--- config.mk ---
export PLATFORM = sky130hd
export DESIGN_NAME = bless_inject_queue
export DESIGN_NICKNAME = d
export VERILOG_FILES = /design/src/rtl/bless_inject_queue_pkg.sv /design/src/rtl/bless_inject_fifo_mem.sv /design/src/rtl/bless_inject_queue.sv
export SDC_FILE = /design/constraint.sdc
export NUM_CORES = 1
export LEC_CHECK = 0
export ABC_CLOCK_PERIOD_IN_PS = 2800
export CORE_UTILIZATION = 30
export DETAILED_ROUTE_END_ITERATION = 6
export GPL_TIMING_DRIVEN = 0
export PLACE_DENSITY = 0.47
export SLEW_MARGIN = 10
export SYNTH_ARGS = -nofsm -noshare
export SYNTH_HDL_FRONTEND = slang
export SYNTH_SLANG_ARGS = --single-unit
export TNS_END_PERCENT = 100
--- constraint.sdc ---
create_clock -name clk -period 2.8 [get_ports clk]
set_clock_uncertainty 0.05 [all_clocks]
set_input_delay 0.84 -clock clk [delete_from_list [all_inputs] [get_ports clk]]
set_output_delay 0.84 -clock clk [all_outputs]
set_load 0.1 [all_outputs]
--- src/rtl/bless_inject_queue_pkg.sv ---
// Shared definitions for the BLESS injection queue.
// Control word layout (CONTROL_N bits):
//   [VALID_BIT]          flit valid bit (MSB)
//   [AGE_MSB:AGE_LSB]    age field used by the age-ordered arbiter
//   [AGE_LSB-1:0]        remaining routing/control bits, carried unchanged
// Optional feature macro used by the design: BLESS_INJ_AGE_EN.
package bless_inject_queue_pkg;

  localparam int CONTROL_N   = 12;
  localparam int CONTROL_W   = CONTROL_N - 1;
  localparam int VALID_BIT   = CONTROL_W;
  localparam int AGE_N       = 3;
  localparam int AGE_LSB     = 8;
  localparam int AGE_MSB     = AGE_LSB + AGE_N - 1;
  localparam int INJ_STALL_W = 16;

  // A locally generated flit enters the queue as valid with age zero.
  function automatic logic [CONTROL_N-1:0] enq_format(input logic [CONTROL_N-1:0] ctl);
    logic [CONTROL_N-1:0] res;
    res                  = ctl;
    res[VALID_BIT]       = 1'b1;
    res[AGE_MSB:AGE_LSB] = '0;
    return res;
  endfunction

endpackage

--- src/rtl/bless_inject_fifo_mem.sv ---
// Storage array of the injection queue with read/write pointers and occupancy.
// Ports:
//   clk, rst               clock, synchronous active-high reset
//   push, pop              write / read strobes (qualified by the caller)
//   wr_control, wr_data    entry written on push
//   rd_control, rd_data    raw entry at the read pointer
//   rd_ptr                 read pointer (only with BLESS_INJ_AGE_EN)
//   count                  occupancy, 0..DEPTH
module bless_inject_fifo_mem
  import bless_inject_queue_pkg::*;
#(
  parameter int DEPTH  = 4,
  parameter int DATA_W = 32
) (
  input  logic                     clk,
  input  logic                     rst,
  input  logic                     push,
  input  logic                     pop,
  input  logic [CONTROL_N-1:0]     wr_control,
  input  logic [DATA_W-1:0]        wr_data,
  output logic [CONTROL_N-1:0]     rd_control,
  output logic [DATA_W-1:0]        rd_data,
`ifdef BLESS_INJ_AGE_EN
  output logic [$clog2(DEPTH)-1:0] rd_ptr,
`endif
  output logic [$clog2(DEPTH):0]   count
);

  localparam int PTR_W = $clog2(DEPTH);

  logic [CONTROL_N-1:0] ctl_mem  [DEPTH];
  logic [DATA_W-1:0]    data_mem [DEPTH];
  logic [PTR_W-1:0]     rd_q;
  logic [PTR_W-1:0]     wr_q;

  // DEPTH is a power of two, so pointer wrap is the natural overflow.
  always_ff @(posedge clk) begin
    if (rst) begin
      rd_q  <= '0;
      wr_q  <= '0;
      count <= '0;
    end else begin
      if (push) wr_q <= wr_q + 1'b1;
      if (pop)  rd_q <= rd_q + 1'b1;
      if (push && !pop)      count <= count + 1'b1;
      else if (pop && !push) count <= count - 1'b1;
    end
  end

  always_ff @(posedge clk) begin
    if (push && !rst) begin
      ctl_mem[wr_q]  <= wr_control;
      data_mem[wr_q] <= wr_data;
    end
  end

  assign rd_control = ctl_mem[rd_q];
  assign rd_data    = data_mem[rd_q];

`ifdef BLESS_INJ_AGE_EN
  assign rd_ptr = rd_q;
`endif

endmodule

--- src/rtl/bless_inject_queue.sv ---
// Injection-side FIFO of a BLESS deflection router. Presents the head flit as
// the injection channel and injects only when a network channel is free.
// Ports:
//   clk, rst                  clock, synchronous active-high reset
//   enq_valid/enq_ready       local core handshake
//   enq_control, enq_data     offered flit
//   net_valid[3:0]            valid bits of the four network input channels
//   control_out, data_out     head flit (zero when empty)
//   ready_out                 head injected this cycle
//   count                     occupancy
//   starve                    head blocked >= STARVE_LIMIT consecutive cycles
// Optional macro BLESS_INJ_AGE_EN: queued flits age while waiting.
module bless_inject_queue
  import bless_inject_queue_pkg::*;
#(
  parameter int DEPTH        = 4,
  parameter int DATA_W       = 32,
  parameter int STARVE_LIMIT = 64
) (
  input  logic                   clk,
  input  logic                   rst,
  input  logic                   enq_valid,
  output logic                   enq_ready,
  input  logic [CONTROL_N-1:0]   enq_control,
  input  logic [DATA_W-1:0]      enq_data,
  input  logic [3:0]             net_valid,
  output logic [CONTROL_N-1:0]   control_out,
  output logic [DATA_W-1:0]      data_out,
  output logic                   ready_out,
  output logic [$clog2(DEPTH):0] count,
  output logic                   starve
);

  localparam int CNT_W = $clog2(DEPTH) + 1;

  logic                   free;
  logic                   push;
  logic                   pop;
  logic [CONTROL_N-1:0]   head_control;
  logic [CONTROL_N-1:0]   head_ctl_aged;
  logic [DATA_W-1:0]      head_data;
  logic [INJ_STALL_W-1:0] stall_q;
  logic [INJ_STALL_W-1:0] stall_next;

  assign free      = ~&net_valid;
  assign pop       = (count != '0) && free;
  assign enq_ready = (count != CNT_W'(DEPTH));
  assign push      = enq_valid && enq_ready;
  assign ready_out = pop;

`ifdef BLESS_INJ_AGE_EN
  localparam int PTR_W = $clog2(DEPTH);
  logic [PTR_W-1:0] rd_ptr;
`endif

  bless_inject_fifo_mem #(
    .DEPTH  (DEPTH),
    .DATA_W (DATA_W)
  ) u_mem (
    .clk        (clk),
    .rst        (rst),
    .push       (push),
    .pop        (pop),
    .wr_control (enq_format(enq_control)),
    .wr_data    (enq_data),
    .rd_control (head_control),
    .rd_data    (head_data),
`ifdef BLESS_INJ_AGE_EN
    .rd_ptr     (rd_ptr),
`endif
    .count      (count)
  );

`ifdef BLESS_INJ_AGE_EN
  // Ages live beside the storage array; the stored age field stays zero and
  // the live age is overlaid on the head word.
  logic [AGE_N-1:0] age_q [DEPTH];
  logic [DEPTH-1:0] occupied;
  logic [PTR_W-1:0] offs;
  logic [PTR_W-1:0] wr_slot;

  assign wr_slot = rd_ptr + count[PTR_W-1:0];

  always_comb begin
    occupied = '0;
    offs     = '0;
    for (int i = 0; i < DEPTH; i++) begin
      offs        = PTR_W'(i) - rd_ptr;
      occupied[i] = ({1'b0, offs} < count);
    end
  end

  always_ff @(posedge clk) begin
    for (int i = 0; i < DEPTH; i++) begin
      if (push && PTR_W'(i) == wr_slot)
        age_q[i] <= '0;
      else if (occupied[i] && !(pop && PTR_W'(i) == rd_ptr) && age_q[i] != '1)
        age_q[i] <= age_q[i] + 1'b1;
    end
  end

  always_comb begin
    head_ctl_aged                  = head_control;
    head_ctl_aged[AGE_MSB:AGE_LSB] = age_q[rd_ptr];
  end
`else
  assign head_ctl_aged = head_control;
`endif

  // Storage is not reset, so an empty queue must not expose stale entries.
  assign control_out = (count == '0) ? '0 : head_ctl_aged;
  assign data_out    = (count == '0) ? '0 : head_data;

  always_comb begin
    if (count == '0 || pop) stall_next = '0;
    else if (stall_q == '1) stall_next = stall_q;
    else                    stall_next = stall_q + 1'b1;
  end

  // starve tracks the counter value being loaded, so both change on one edge.
  always_ff @(posedge clk) begin
    if (rst) begin
      stall_q <= '0;
      starve  <= 1'b0;
    end else begin
      stall_q <= stall_next;
      starve  <= (stall_next >= INJ_STALL_W'(STARVE_LIMIT));
    end
  end

endmodule

== Word level (Yosys, flattened, before mapping) ==
Memories as Yosys holds them, arrays and structs flattened. A register that Yosys moved wholly into a read port is not among the register bits.
Cells that the tools add are included.

* Register bits after elaboration: 24
* Bits in writable memories: 160
* Bits of input ports: 51
* Output and inout port bits: 50
* Word-level logic and storage cells: 41
* Memories kept: 2

* Add/subtract/negate cells: 5
* Magnitude comparators: 1
* Equal/unequal tests: 2
* Muxes and demuxes: 12
* Reduce and logical (&&, ||, !) cells: 14

{| class="wikitable"
|+ Memories
! name !! words !! width !! rd ports !! clocked after Yosys merged registers in !! write ports !! line !! RTL
|-
| u_mem.data_mem || 4 || 32 || 1 || 1 || 1 || bless_inject_fifo_mem.sv:32 || <nowiki>logic [DATA_W-1:0] data_mem [DEPTH];</nowiki>
|-
| u_mem.ctl_mem || 4 || 8 || 1 || 1 || 1 || bless_inject_fifo_mem.sv:31 || <nowiki>logic [CONTROL_N-1:0] ctl_mem [DEPTH];</nowiki>
|}

{| class="wikitable"
|+ Operator list
! kind !! count
|-
| $mux 16 || 2
|-
| $mux 32 || 1
|-
| $add 16x1->16 const B || 1
|-
| $eq 16x16->1 const B || 1
|-
| $ge 16x7->1 const B || 1
|-
| $mux 12 || 1
|-
| $mux 2 || 4
|-
| $mux 3 || 2
|-
| $logic_and 1x1->1 || 5
|-
| $add 2x1->2 const B || 2
|-
| $logic_not 1->1 || 4
|-
| $reduce_and 4->1 || 1
|-
| $add 3x1->3 const B || 1
|-
| $logic_not 3->1 || 1
|-
| $ne 3x3->1 const B || 1
|-
| $reduce_bool 3->1 || 1
|-
| $sub 3x1->3 const B || 1
|-
| $mux 1 || 2
|-
| $reduce_bool 2->1 || 1
|-
| $logic_or 1x1->1 || 1
|}

== Longest topological paths before layout ==
Gate-level depths: netlist (run 1).

* Depth after elaboration: 6
* Depth in mapped cells: 10
* Gate-level depth less buffers: 10

== Modules after synthesis ==
Synthesis (run 1) repeated with hierarchy kept, for this count alone.

* Cells, all modules: 446
* Area total of the unflattened synthesis: 8159.1 µm²

{| class="wikitable"
|+ Modules (own cells, without submodules)
! module !! instances !! cells an instance !! area an instance (µm²) !! seq. area each (µm²)
|-
| bless_inject_fifo_mem || 1 || 273 || 6830.3 || 5465.2
|-
| bless_inject_queue || 1 || 173 || 1328.8 || 340.3
|}

== Least setup slack after synthesis (run 1) ==
Ideal clock, no wire load.

* Path kind: reg2out
* Start point: reg u_mem.count[0]
* End point: out data_out[22]
* Arrival time: 3.277 ns
* Path slack: -1.367 ns
* Cell stages (with the launch flop): 5
* Path buffers: 2
* Cells stage by stage: dfxtp_1 -> or3_1 -> clkbuf_1 -> clkbuf_1 -> and2_1

* Cells in the longest elaborated chain, start to end: 2

{| class="wikitable"
|+ Ends and longest elaborated chain
! element !! line !! RTL
|-
| from (decl) || bless_inject_fifo_mem.sv:26 || <nowiki>output logic [$clog2(DEPTH):0] count</nowiki>
|-
| from (signal assigned) || bless_inject_fifo_mem.sv:45 || <nowiki>if (push && !pop) count <= count + 1'b1;</nowiki>
|-
| from (signal assigned) || bless_inject_fifo_mem.sv:46 || <nowiki>else if (pop && !push) count <= count - 1'b1;</nowiki>
|-
| $logic_not 3->1 || bless_inject_queue.sv:112 || <nowiki>assign data_out = (count == '0) ? '0 : head_data;</nowiki>
|-
| $mux 32 || bless_inject_queue.sv:112 ||
|-
| to (decl) || bless_inject_queue.sv:28 || <nowiki>output logic [DATA_W-1:0] data_out,</nowiki>
|}

Every way passes these cells.

==> impl_metrics.csv, run 1 <==
group,metric,value,unit
setup_path,crit_type,"flop to output pin",
sta,setup_tns,-0.1198,ns
final_layout,multi_input_area,2133,um2
clock_tree,clockBufferDepth,2,
sta,rsz0062_at_grt,"true",
sta,slew_headroom,35.36,%
final_layout,fillerInstances,2205,
worst_hold_path,min_from,"stall_q[1]",
grt,grtUsageMet1,16.73,%
worst_hold_path,hold_class,"flop to flop",
final_layout,diodes,0,
detailed_routing,wl_per_cell,17.92,um
clock_tree,htree_num_levels,4,
setup_path,cp_top_family,"multiplexers",
sta,slew_viol_final,0,
floorplan,die-area,25610,um2
logic_synthesis,synth-edff-count,160,
clock_tree,clk_latency,0.42,ns
place,portBuffers,92,
power,power.switching,4.832,mW
logic_synthesis,synth-main-ff-cell,"edfxtp_1",
logic_synthesis,avgSynthCellArea,16.99,um2
grt,top_usage_layer,"met2",
detailed_routing,ant_nets,0,
floorplan,coreArea,24390,um2
setup_path,endpoint_kind,"output pin",
clock_tree,cts.reportedPaths.clkPinSlew,0.07,ns
final_layout,final_cell_mix,"160 x edfxtp_1, 46 x clkdlybuf4s50_1, 45 x buf_12, 43 x and2_4, 40 x mux4_2",
run,cap_violations,0,
detailed_routing,via_per_inst,4.648,
floorplan,fp.dieH,160.0,um
setup_path,cp.arrival,1.94,ns
floorplan,rows,57,
worst_hold_path,whs_path_depth,2,
place,hpwlAfterDp,9851,um
sta,final_hold_viol_count,0,
final_layout,drive_gt1_share,34.21,%
power,pwr-share-clk,20.5,%
setup_path,critical_path_buf_inv_count,3,
power,power_density,1158,nW/um2
clock_tree,clock_sinks,186,
setup_path,crit_path_max_incr_delay,0.52,ns
sta,period_share,101.0,%
logic_synthesis,async_reset_ff_share,0,%
outcome,status,"finished with violations",
setup_path,crit_path_start_kind,"flop",
power,power_leakage,3.388,nW
sta,final.min_clock_period,2.827,ns
grt,grt_use_total,13.30,%
power,p_sw_share,41.09,%
setup_path,critical_path.most_common_cell,"buf_12",
setup_path,rr_startpoint,"u_mem.count[0]",
logic_synthesis,yosysWarningCount,0,
sta,worstMarginPinSlew,0.9665,ns
setup_path,cp_slowest_cell,"mux4_2",
floorplan,dieWidth,160.0,um
grt,grtUsageMet3,3.377,%
grt,grt_max_degree,41,
detailed_routing,vias,4169,
detailed_routing,drc_errors,0,
final_layout,syn2layout_area_growth,35.47,%
clock_tree,cts_tree,"built",
worst_hold_path,whs_endpoint,"stall_q[1]",
clock_tree,cts_buffers,17,
power,p_int,6.926,mW
grt,antenna_found_initial,0,
final_layout,layout.nets,618,
grt,grt_pass1_wl,25430,um
final_layout,final_area,10150,um2
setup_path,cp.required,1.91,ns
detailed_routing,routed_wl,16080,um
place,gp_routability_congestion,0.8339,
sta,finalSetupViolations,9,
logic_synthesis,seq_area_frac_synth,71.06,%
setup_path,r2r_end,"u_mem.count[2]",
power,peakVddDrop,0.0007296,V
grt,grt.met2_usage,22.41,%
logic_synthesis,synth_cell_types,39,
logic_synthesis,synth_top_area_share,64.12,%
final_layout,layout_commonest_cell,"edfxtp_1",
power,p_seq_share,27.7,%
detailed_routing,drtIter0Drc,250,
final_layout,seq_area,5333,um2
place,postPlaceCellArea,8921,um2
setup_path,r2r_cells,8,
clock_tree,root_buffer,"clkbuf_16",
sta,fmax,353.7,MHz
logic_synthesis,yosys-top-cells-area,"edfxtp_1 64%, mux4_2 12%, dfxtp_1 6.9%",
logic_synthesis,syn_area,7493,um2
logic_synthesis,synth-seq-cells,186,
sta,worst_slack,-0.02723,ns
setup_path,path_cells,"buf_12 -> clkbuf_16 -> mux4_2 -> and2_4 -> buf_12",
logic_synthesis,yosys.area.top_type,"edfxtp_1",
setup_path,cp_max_fo,5,
floorplan,boundaryPins,101,
clock_tree,ctsHoldBuffers,0,
grt,overflow,0,
grt,grt_pass1_vias,4444,
setup_path,r2r_setup_slack,0.52,ns
logic_synthesis,synth_cells,441,
detailed_routing,drt-pass1-iter-count,4,
floorplan,start_util,30.72,%
outcome,violations,"setup timing",
power,combPwrFrac,51.7,%
worst max-delay path by stage:
stage	endpoint	slack [ns]	cells past startpoint
after floorplan	data_out[22]	-0.1	4
after global placement	control_out[0]	-0.92	5
after detailed placement	control_out[0]	-0.96	5
after CTS	control_out[0]	-0.09	5
after global routing	data_out[30]	-0.09	5
final	data_out[26]	-0.03	5
power by group through the flow:
stage	Clock (mW)	Sequential [mW]	Combinational [mW]
global route	2.59	3.28	6.34
global placement	0	3.30	4.86
finish	2.41	3.26	6.08
floorplan	0	3.40	3.69
CTS	2.46	3.27	5.87
detailed placement	0	3.31	4.88
worst reg2reg max path: cells and delay by family, from the launching register on:
| family | cells | cell delay [ns] |
|---|---|---|
| buffers and inverters | 1 | 0.06 |
| AND/OR/NAND/NOR | 3 | 0.87 |
| XOR/XNOR | 1 | 0.16 |
| flip-flops | 1 | 0.36 |
| adder cells (fa/ha/maj) | 2 | 0.57 |
| AO/OA/AOI/OAI | 1 | 0.14 |
cell usage after synthesis (8+ instances only):
| cell | n |
|---|---|
| mux4_2 | 40 |
| inv_1 | 8 |
| nor2_1 | 27 |
| buf_2 | 10 |
| dfxtp_1 | 26 |
| edfxtp_1 | 160 |
| a21oi_1 | 10 |
| clkbuf_1 | 11 |
| nor3_1 | 11 |
| nand2_1 | 15 |
| and2_1 | 44 |
| nand3_1 | 8 |
sequential cells by signal, summed over array words and instances (netlist names), named ones only:
register and cells:
stall_q 16, u_mem.wr_q 2, u_mem.count 3, u_mem.ctl_mem 32, starve 1, u_mem.rd_q 2
u_mem.data_mem 128
kinds of logic (layout without fill, tap and decap cells):
| group | after synthesis | in the layout | share of synthesized area (%) |
|---|---|---|---|
| simple gates | 128 | 128 | 9.367 |
| flops | 186 | 186 | 71.06 |
| mux | 42 | 42 | 12.29 |
| other cells | 1 | 3 | 0.05004 |
| compound gates | 30 | 30 | 2.555 |
| xor+xnor | 11 | 11 | 1.286 |
| buf+inv | 36 | 166 | 2.121 |
| fa+ha+maj | 7 | 7 | 1.269 |
repair_timing:
item / CTS / global route
pin swaps: 5 / 7
gates resized for setup: 414 / 33
setup buffers: 3 / 2
endpoints found under the setup margin: 46 / 81
endpoints found under the hold margin: 0 / 0
gates cloned: 2 / 2
metal layers:
layer | part of all wire, % | routed length (um)
met1 | 43 | 6888
met2 | 51 | 8193
met3 | 4.9 | 791
met4 | 1.3 | 202
met5 | 0 | 0
cell type report:
type / instances / share of cell area [%]
Buffer: 25 / 1.861
Clock buffer: 19 / 4.265
Clock inverter: 13 / 1.528
Inverter: 8 / 0.2958
Multi-Input combinational cell: 221 / 21.02
Sequential cell: 186 / 52.53
Tap cell: 324 / 3.994
Timing Repair Buffer: 101 / 14.51
metrics by stage:
| step | hold WS, ns | setup slack (ns) | utilization, % | total power [mW] | cells |
|---|---|---|---|---|---|
| finish | 0.4592 | -0.02723 | 41.62 | 11.76 | 897 |
| floorplan | 0.4192 | -0.09751 | - | 7.085 | 443 |
| detailed placement | 0.4467 | -0.9636 | 36.58 | 8.193 | 860 |
| CTS | 0.4563 | -0.09102 | 41.02 | 11.61 | 895 |
| global route | 0.4934 | -0.08869 | 41.62 | 12.21 | 897 |
| global placement | 0.4350 | -0.9162 | 36.49 | 8.164 | 859 |
Note: power is estimated with default switching activity, not from simulation.
==> run 2, diff against run 1 <==
DONT_BUFFER_PORTS = 1   (was not set)
PLACE_DENSITY = 0.42   (was 0.47)
==> impl_metrics.csv, run 2 (synthesis results as in run 1) <==
group,metric,value,unit
grt,overflow,0,
clock_tree,htree_num_levels,4,
outcome,status,"finished with violations",
grt,grt_pass1_vias,4030,
clock_tree,clockBufferDepth,2,
floorplan,start_util,30.72,%
setup_path,crit_type,"flop to output pin",
power,power,10.30,mW
sta,final_hold_viol_count,0,
sta,slew_headroom,37.38,%
final_layout,drive_gt1_share,32.21,%
final_layout,largest_reg_flops,128,
setup_path,path_cells,"or3_4 -> buf_4 -> clkbuf_8 -> and2_4",
setup_path,crit_path_start,"u_mem.count[2]",
power,power_leakage,2.790,nW
run,cap_violations,0,
setup_path,crit_path_max_incr_delay,0.52,ns
sta,worst_slack,-0.07217,ns
floorplan,rows,57,
setup_path,cp.required,1.91,ns
place,gp_routability_congestion,0.7996,
setup_path,cp_max_fo,10,
detailed_routing,drc_errors,0,
floorplan,die-area,25610,um2
clock_tree,cts_tree,"built",
sta,worstMarginPinSlew,0.9381,ns
grt,grt_pass1_wl,23900,um
final_layout,multi_input_area,2142,um2
grt,antenna_found_initial,0,
final_layout,syn2layout_area_growth,17.20,%
setup_path,endpoint_kind,"output pin",
floorplan,boundaryPins,101,
floorplan,dieWidth,160.0,um
sta,rsz0062_at_grt,"true",
detailed_routing,drtIter0Drc,162,
grt,grt_max_degree,41,
worst_hold_path,hold_class,"flop to flop",
clock_tree,cts_buffers,17,
power,peakVddDrop,0.0004907,V
setup_path,cp_slowest_cell,"or3_4",
final_layout,final_cell_mix,"160 x edfxtp_1, 44 x and2_4, 40 x mux4_2, 27 x nor2_1, 22 x dfxtp_1",
place,portBuffers,0,
power,power_density,1173,nW/um2
worst_hold_path,min_from,"u_mem.wr_q[1]",
detailed_routing,ant_nets,0,
clock_tree,clock_sinks,186,
floorplan,fp.dieH,160.0,um
setup_path,cp.arrival,1.98,ns
setup_path,crit_path_start_kind,"flop",
sta,period_share,102.6,%
detailed_routing,routed_wl,15450,um
sta,finalSetupViolations,29,
final_layout,fillerInstances,2326,
detailed_routing,via_per_inst,4.743,
sta,final.min_clock_period,2.872,ns
detailed_routing,drt-pass1-iter-count,6,
place,hpwlAfterDp,9599,um
final_layout,diodes,0,
clock_tree,clk_latency,0.43,ns
final_layout,largest_registers,"u_mem.data_mem: 128 flops, u_mem.ctl_mem: 32 flops, stall_q: 16 flops",
floorplan,coreArea,24390,um2
sta,fmax,348.2,MHz
place,place_ws,-0.5783,ns
clock_tree,root_buffer,"clkbuf_16",
final_layout,seq_area,5340,um2
grt,grt_use_total,12.76,%
final_layout,layout_commonest_cell,"edfxtp_1",
setup_path,rr_startpoint,"u_mem.count[0]",
outcome,violations,"setup timing",
detailed_routing,wl_per_cell,19.33,um
clock_tree,cts.reportedPaths.clkPinSlew,0.07,ns
detailed_routing,vias,3790,
final_layout,regMostFlops,"u_mem.data_mem",
sta,slew_viol_final,0,
final_layout,layout.nets,520,
sta,hold_ws,0.4510,ns
-- run 2: changes by cell type in the layout (fill, tap and decap cells not counted), moves of 3 or more --
| cell | before | now |
|---|---|---|
| buf_4 | 9 | 4 |
| clkdlybuf4s50_1 | 46 | 0 |
| dlygate4sd2_1 | 3 | 0 |
| dfxtp_2 | 3 | 0 |
| dfxtp_4 | 1 | 4 |
| buf_12 | 45 | 2 |
-- run 2: report_power, final --
part | leakage (nW) | total [mW] | switching (mW) | internal, mW
sequential | 1.67 | 3.38 | 0.190 | 3.19
combinational | 0.821 | 4.37 | 3.30 | 1.07
clock | 0.303 | 2.55 | 1.10 | 1.44
total | 2.79 | 10.3 | 4.60 | 5.71
-- run 2: final timing paths --
path	depth (start not counted)	endpoint	slack [ns]
worst max-delay path	4	data_out[17]	-0.07
worst min-delay path	2	u_mem.wr_q[1]	0.45
worst max register to register	10	u_mem.count[2]	0.20
worst min register to register	2	u_mem.wr_q[1]	0.45
-- run 2: per-layer routing --
metal  track usage, %  part of all wire [%]  vias to the layer above
met2            20.93                    51                      103
li1                 -                     -                     1733
met5                0                     0                        -
met4            4.286                   1.0                        0
met1            15.13                    40                     1942
met3            5.221                   7.7                       12
-- run 2: cell type report --
cell class / instances / area share [%]
Buffer: 25 / 2.208
Clock buffer: 17 / 4.844
Clock inverter: 15 / 2.308
Inverter: 8 / 0.3847
Multi-Input combinational cell: 221 / 24.39
Sequential cell: 186 / 60.81
Tap cell: 324 / 4.616
Timing Repair Buffer: 3 / 0.4417
-- run 2: through the flow --
stage          cells  util [%]  setup TNS [ns]  cell area, um2
2_1_floorplan    443         -        -0.09751            7575
3_3_place_gp     767     32.72          -89.94            7980
3_5_place_dp     768     32.81          -50.91            8003
4_1_cts          800     36.01          -3.839            8783
5_1_grt          799     36.01          -3.624            8782
6_report         799     36.01          -1.293            8782
-- run 2: what timing repair did --
action / CTS / global route
pin swaps: 6 / 19
resized for setup: 66 / 8
setup endpoints to repair: 187 / 162
setup buffers: 2 / 0
hold buffers: 0 / 0
-- run 2: critical path: cells and delay by family, from the launching register on --
kind,cells,cell delay [ns]
AND/OR/NAND/NOR,2,0.76
flip-flops,1,0.46
buffers and inverters,2,0.33
==> run 3, diff against run 2 <==
HOLD_SLACK_MARGIN = 0.06   (was not set)
==> results of run 3 <==
Same layout as run 2: the final DEF is identical, and so are final timing and power.
